[config.mk]
export PLATFORM = sky130hd
export DESIGN_NAME = tournament_predictor
export DESIGN_NICKNAME = d
export VERILOG_FILES = /design/src/rtl/tournament_predictor.sv
export SDC_FILE = /design/constraint.sdc
export NUM_CORES = 1
export LEC_CHECK = 0
export BUFFER_PORTS_ARGS = -buffer_cell sky130_fd_sc_hd__buf_2
export CAP_MARGIN = 20
export CORE_ASPECT_RATIO = 1.75
export CORE_UTILIZATION = 56
export DETAILED_ROUTE_END_ITERATION = 7
export GPL_TIMING_DRIVEN = 0
export HOLD_SLACK_MARGIN = 0.03
export PLACE_DENSITY = 0.75
export RECOVER_POWER = 25
export SETUP_SLACK_MARGIN = 0.3
export SYNTH_ARGS = -nofsm -noshare
export SYNTH_HDL_FRONTEND = slang
export SYNTH_SLANG_ARGS = --single-unit
[constraint.sdc]
create_clock -name clk -period 6 [get_ports clk]
set_input_delay 0.3 -clock clk [delete_from_list [all_inputs] [get_ports clk]]
set_output_delay 0.3 -clock clk [all_outputs]
set_load 0.05 [all_outputs]
[src/rtl/tournament_predictor.sv]
// Tournament branch predictor: bimodal + gshare tables with a per-PC chooser,
// combinational fetch-time prediction and single-cycle training from resolution.
module tournament_predictor #(
  parameter int IDX_BITS = 6,
  parameter int GHR_BITS = 6
) (
  input  logic                clk,
  input  logic                rst_n,
  input  logic                fetch_valid,
  input  logic [31:0]         fetch_pc,
  output logic                predict1,
  output logic                predict2,
  output logic                pprediction,
  output logic [IDX_BITS-1:0] fetch_gidx,
  input  logic                upd_valid,
  input  logic [31:0]         upd_pc,
  input  logic [IDX_BITS-1:0] upd_gidx,
  input  logic                upd_taken,
  input  logic                taken1,
  input  logic                taken2,
  input  logic                upd_true,
  output logic [31:0]         branch_cnt,
  output logic [31:0]         correct_cnt
);

  localparam int ENTRIES = 1 << IDX_BITS;

  logic [1:0]          bim_q [ENTRIES];
  logic [1:0]          gsh_q [ENTRIES];
  logic [1:0]          cho_q [ENTRIES];
  logic [GHR_BITS-1:0] ghr_q, ghr_d;
  logic [31:0]         branch_cnt_q, branch_cnt_d;
  logic [31:0]         correct_cnt_q, correct_cnt_d;
  logic [1:0]          bim_d, gsh_d, cho_d;

  logic [IDX_BITS-1:0] fetch_pidx, upd_pidx, gidx;

  function automatic logic [1:0] ctr_next(input logic [1:0] c, input logic inc, input logic dec);
    if (inc && c != 2'b11) return c + 2'b01;
    if (dec && c != 2'b00) return c - 2'b01;
    return c;
  endfunction

  assign fetch_pidx = fetch_pc[IDX_BITS+1:2];
  assign upd_pidx   = upd_pc[IDX_BITS+1:2];
  assign gidx       = fetch_pidx ^ IDX_BITS'(ghr_q);

  always_comb begin
    predict1    = fetch_valid & bim_q[fetch_pidx][1];
    predict2    = fetch_valid & gsh_q[gidx][1];
    pprediction = cho_q[fetch_pidx][1] ? predict2 : predict1;
    fetch_gidx  = gidx;
  end

  // Next values for the single entry of each table touched by this update.
  always_comb begin
    bim_d         = ctr_next(bim_q[upd_pidx], upd_taken, ~upd_taken);
    gsh_d         = ctr_next(gsh_q[upd_gidx], upd_taken, ~upd_taken);
    cho_d         = ctr_next(cho_q[upd_pidx], taken2 & ~taken1, taken1 & ~taken2);
    ghr_d         = {ghr_q[GHR_BITS-2:0], upd_taken};
    branch_cnt_d  = branch_cnt_q + 32'd1;
    correct_cnt_d = correct_cnt_q + {31'd0, upd_true};
  end

  always_ff @(posedge clk or negedge rst_n) begin
    if (!rst_n) begin
      for (int i = 0; i < ENTRIES; i++) begin
        bim_q[i] <= 2'b01;
        gsh_q[i] <= 2'b01;
        cho_q[i] <= 2'b01;
      end
      ghr_q         <= '0;
      branch_cnt_q  <= '0;
      correct_cnt_q <= '0;
    end else if (upd_valid) begin
      bim_q[upd_pidx] <= bim_d;
      gsh_q[upd_gidx] <= gsh_d;
      cho_q[upd_pidx] <= cho_d;
      ghr_q           <= ghr_d;
      branch_cnt_q    <= branch_cnt_d;
      correct_cnt_q   <= correct_cnt_d;
    end
  end

  assign branch_cnt  = branch_cnt_q;
  assign correct_cnt = correct_cnt_q;

  logic unused_pc_bits;
  assign unused_pc_bits = ^{fetch_pc[31:IDX_BITS+2], fetch_pc[1:0],
                            upd_pc[31:IDX_BITS+2], upd_pc[1:0]};

endmodule

# After elaboration in Yosys (flattened, before gate mapping)
# Cells that the tools add are included.
[classes] addsub=8 mul=0 n_div=0 magnitude_cmp=6 n_eq_ne=3 shift=0 muxes=47 n_bitwise=12 reduce_logical=11
[op_table] cell="$bwmux 128" count=3
[op_table] cell="$bmux 2 s6" count=6
[op_table] cell="$mux 2" count=26
[op_table] cell="$add 32x1->32" count=1
[op_table] cell="$add 32x1->32 const B" count=1
[op_table] cell="$ge 7x7->1 const B" count=4
[op_table] cell="$not 6->7" count=4
[op_table] cell="$demux 2 s6" count=2
[op_table] cell="$lt 7x1->1 const B" count=2
[op_table] cell="$mux 1" count=10
[op_table] cell="$logic_and 1x1->1" count=8
[op_table] cell="$add 2x1->2 const B" count=3
[op_table] cell="$ne 2x2->1 const B" count=3
[op_table] cell="$reduce_bool 2->1" count=3
[op_table] cell="$sub 2x1->2 const B" count=3
[op_table] cell="$xor 6x6->6" count=1
[op_table] cell="$and 1x1->1" count=4
[op_table] cell="$not 1->1" count=3
[word_totals] ff_bits=454 latch_bits=0 ram_bits=0 rom_bits=0 input_bits=78 memories=0

# Longest topological paths before layout
[logic_depth] ltp_word=11 ltp_mapped=18 depth_no_buf=13

# Worst setup path before layout
# No wires, ideal clock.
[synth_path] path_type="input to output" from="input port fetch_pc[3]" to="output port pprediction" arrival_time_ns=4.019 required_ns=5.700 path_slack_ns=1.681 stages=9 n_path_buf=2 cell_sequence="buf_2 xor2_1 clkbuf_1 mux4_2 nor3_1 nor3_1 a21oi_1 a21boi_0 mux2_2"
[synth_via] elab_chain_len=7
[synth_rtl] element="start, declared" line="10" rtl="input logic [31:0] fetch_pc,"
[synth_rtl] element="$xor 6x6->6" line="46" rtl="assign gidx = fetch_pidx ^ IDX_BITS'(ghr_q);"
[synth_rtl] element="via fetch_gidx[1]" line="14" rtl="output logic [IDX_BITS-1:0] fetch_gidx,"
[synth_rtl] element="$not 6->7 (not written as such)" line="50" rtl="predict2 = fetch_valid & gsh_q[gidx][1];"
[synth_rtl] element="$bmux 2 s6" line="50"
[synth_rtl] element="$mux 2 (not written as such) (2 in series)" line="50"
[synth_rtl] element="$and 1x1->1" line="50"
[synth_rtl] element="via predict2" line="12" rtl="output logic predict2,"
[synth_rtl] element="$mux 1" line="51" rtl="pprediction = cho_q[fetch_pidx][1] ? predict2 : predict1;"
[synth_rtl] element="end, declared" line="13" rtl="output logic pprediction,"
# The timed path passes the listed nets, and every way through them passes these cells. The select of a mux whose other input is x is not followed.

# Worst setup path after layout
[layout_path] from="input port upd_pc[4]" to="register bim_q[70] in the netlist's numbering"
[layout_via] elab_chain_len=11
[layout_rtl] element="start, declared" line="16" rtl="input logic [31:0] upd_pc,"
[layout_rtl] element="$not 6->7 (not written as such) (*)" line="57, 76"
[layout_rtl] element="parallel branches: the longest is 9 deep, another holds $add 2x1->2"
[layout_rtl] element="$bwmux 128 (*)" line="76" rtl="bim_q[upd_pidx] <= bim_d;"
[layout_rtl] element="end signal, assigned by index" line="76"
[layout_rtl] element="end, declared" line="28" rtl="logic [1:0] bim_q [ENTRIES];"
# Every way passes the cells marked *. The select of a mux whose other input is x is not followed.
# A chain may end at the register's enable or synchronous reset.

==> summary.txt <==
Status
  – Run status: finished, violations left
  – Failing checks: max-capacitance violations, max-slew violations

STA
  – RSZ-0062 raised after global routing: false
  – Final Cycle Share: 0.8360
  – Final Hold Fails: 0
  – Fin Hold WS: 0.1227 ns
  – Setup TNS Final: 0 ns
  – Final Setup Violations: 0
  – Slew HR: -0.9314
  – Tightest Pin Transition: 2.897 ns
  – Crit path time final: 5.016 ns
  – Fin Clk Skew: 0.03097 ns
  – Achievable clock frequency: 199.4 MHz
  – Final Max Slew Viols: 115

Synth
  – Synth async-reset ratio: 1.000
  – Cell Area, Synth: 23160 um^2
  – Post-synthesis sequential area ratio: 0.5009
  – Syn Area/Cell: 10.83 um^2
  – Number of library cell types mapped by synthesis: 66
  – Ys Warns: 0
  – Syn Nets: 2226
  – Top_reg_cell synth: dfrtp_1
  – Mapped Cells: 2139
  – EDFF count, synth: 0
  – FF+latch count, synth: 454

Drt
  – DRT antenna net count: 0
  – Total wire length: 76360 um
  – DRT iter0 DRCs: 1659
  – Post-route DRC: 0
  – DR pass1 iterations: 6
  – DR vias: 18644
  – WL per Instance: 26.60 um
  – DR vias/cell: 6.494

Clock network
  – CTS root buffer: clkbuf_16
  – Clk buf depth: 3
  – Clock latency on the worst-skew pair: 0.58 ns
  – Post-cts resize count: 0
  – CTS tree: yes
  – Clock sink count: 454
  – Num CTS Buffers: 42
  – Post-CTS Hold Buffers: 1
  – # Post-CTS Setup Buffers: 0
  – Clk slew on worst S/H paths: 0.06 ns
  – CTS H-Tree Depth: 2

Final layout
  – Area grow syn2layout: 12.35%
  – Commonest non-fill, non-tap cell in the layout: nand2_1
  – Fillers: 3301
  – Layout cell share with drive strength beyond 1: 0.2714
  – Final cell count without fillers: 2871
  – Nets@finish: 2374
  – Antenna diode count: 0
  – Finished Core Util: 0.6373
  – Commonest non-fill, non-tap cells in the layout: nand2_1 (539), dfrtp_1 (262), o21ai_0 (202), dfstp_2 (192), o31ai_1 (119)
  – Finished Cell Area: 26020 um^2

Job
  – Max cap viols: 1

Floorplan
  – Initial Util: 0.5673
  – Core box area: 40830 um^2
  – Ports: 151
  – Die width: 155.7 um
  – Die outline height: 271.0 um
  – Die area: 42210 um^2
  – Cell Rows: 98

Pwr
  – Pwr dens: 358.6 nW/um^2
  – LEAKAGE: 10.75 nW
  – Power share of the combinational group: 0.237
  – Switching power: 3.056 mW
  – Pint: 6.276 mW
  – Worst vdd ir: 0.2180 mV
  – Seq pwr share: 0.446
  – Sw frac: 0.3274
  – Clock network power share: 0.317

Place
  – GP Congestion: 1.001
  – Placed insts: 2787
  – Hpwl dp: 54640 um
  – Dpl cell area: 24500 um^2
  – Port Buffers: 88

Critical path
  – Type of the worst setup path: in2reg
  – Register-to-register setup slack: 1.59 ns
  – Critical Path AT: 5.48 ns
  – Worst Setup End Kind: flop
  – R2R cell count: 13
  – Critical Path Source Type: input port
  – Worst-path maximum fanout: 10
  – Worst Path Required: 6.47 ns

Min path
  – Hold depth: 3
  – Hold WC Path Type: in2reg

Global route
  – Initial antenna violation count: 1
  – Global-route usage over all layers: 0.3726
  – First-pass GRT wire length: 115400 um
  – GRT overflow: 0
  – Largest net degree at the start of global routing: 124
  – Vias in the first global route: 19081
logic make-up (layout without fill, tap and decap cells):
kind of cell | Yosys count | in the layout | synth area share
mux | 245 | 245 | 0.1647
simple gates | 742 | 742 | 0.1370
xor+xnor | 69 | 69 | 0.02609
buf+inv | 144 | 326 | 0.03101
fa+ha+maj | 9 | 9 | 0.004862
flops | 454 | 454 | 0.5009
compound gates | 476 | 476 | 0.1355
cell usage after synthesis (all sizes together), types with 7 or more instances:
master / n / area share
a211oi: 12 / 0.0043
a21oi: 22 / 0.0049
a221oi: 17 / 0.0064
a22oi: 42 / 0.014
a31oi: 7 / 0.0019
and2: 10 / 0.0027
and3: 21 / 0.0057
buf: 70 / 0.019
clkbuf: 53 / 0.0086
dfrtp: 262 / 0.28
dfstp: 192 / 0.22
ha: 9 / 0.0049
inv: 19 / 0.0031
mux2: 112 / 0.054
mux2i: 36 / 0.016
mux4: 97 / 0.095
nand2: 540 / 0.088
nand3: 27 / 0.0058
nand4: 23 / 0.0062
nor2: 45 / 0.0073
nor2b: 14 / 0.0038
nor3: 25 / 0.0054
nor3b: 9 / 0.0031
o21ai: 207 / 0.045
o22ai: 9 / 0.0024
o31ai: 130 / 0.045
xnor2: 49 / 0.019
xor2: 20 / 0.0076
flip-flops by register name (all words and copies together) (netlist names):
| signal | count |
|---|---|
| gsh_q | 128 |
| cho_q | 128 |
| bim_q | 128 |
| ghr_q | 6 |
| correct_cnt | 32 |
| branch_cnt | 32 |
final cells by class:
type	instances	area, um^2	area share
sequential	454	11600	0.4458
multi-input combinational	1541	10880	0.4181
clock buffer	68	1386	0.05327
tap	550	688.2	0.02644
buffer	123	639.4	0.02457
timing repair buffer	104	615.6	0.02365
clock inverter	10	133.9	0.005144
inverter	21	78.83	0.003029
path summary, 6_finish.rpt:
kind                            startpoint              end
worst max-delay path             upd_pc[4]        bim_q[70]
worst min-delay path              upd_true   correct_cnt[0]
worst max register to register   cho_q[21]        cho_q[84]
worst min register to register   bim_q[68]        bim_q[68]
max in group asynchronous            rst_n       cho_q[105]
min in group asynchronous            rst_n  correct_cnt[30]
power by group through the flow:
stage | registers (mW) | logic [mW] | clock network, mW
4_1_cts | 4.15 | 2.17 | 2.97
6_report | 4.16 | 2.21 | 2.96
5_1_grt | 4.21 | 2.36 | 3.09
3_3_place_gp | 4.15 | 2.08 | 0
3_5_place_dp | 4.19 | 2.16 | 0
2_1_floorplan | 4.20 | 1.35 | 0
per-stage QoR:
step                      setup slack (ns)  total power [mW]
after CTS                            1.340             9.284
after global placement              -4.011             6.236
after floorplan                      1.681             5.544
after detailed placement            0.7559             6.352
final                               0.9842             9.332
after global routing                0.9458             9.658
layer usage:
| metal | GRT usage | up-vias | routed length, um |
|---|---|---|---|
| met3 | 0.07544 | 437 | 5806 |
| met2 | 0.6262 | 1004 | 37700 |
| li1 | - | 8051 | - |
| met4 | 0.3228 | 2 | 7965 |
| met1 | 0.3959 | 9150 | 24850 |
| met5 | 0 | - | 38 |
critical path, cell delays in order:
cell      delay (ns)
buf_2           0.27
buf_2           0.52
buf_2           0.43
buf_2           0.39
nor3_1          0.22
a32oi_1         0.29
a31oi_1         0.13
nor2_1          0.41
and4_1          0.36
and2_1          0.18
inv_1           0.05
ha_1            0.20
nand2_1         0.10
o21ai_0         0.14
a21oi_2         0.83
clkbuf_1        0.47
o31ai_1         0.14
Note: power is estimated with default switching activity, not from simulation.
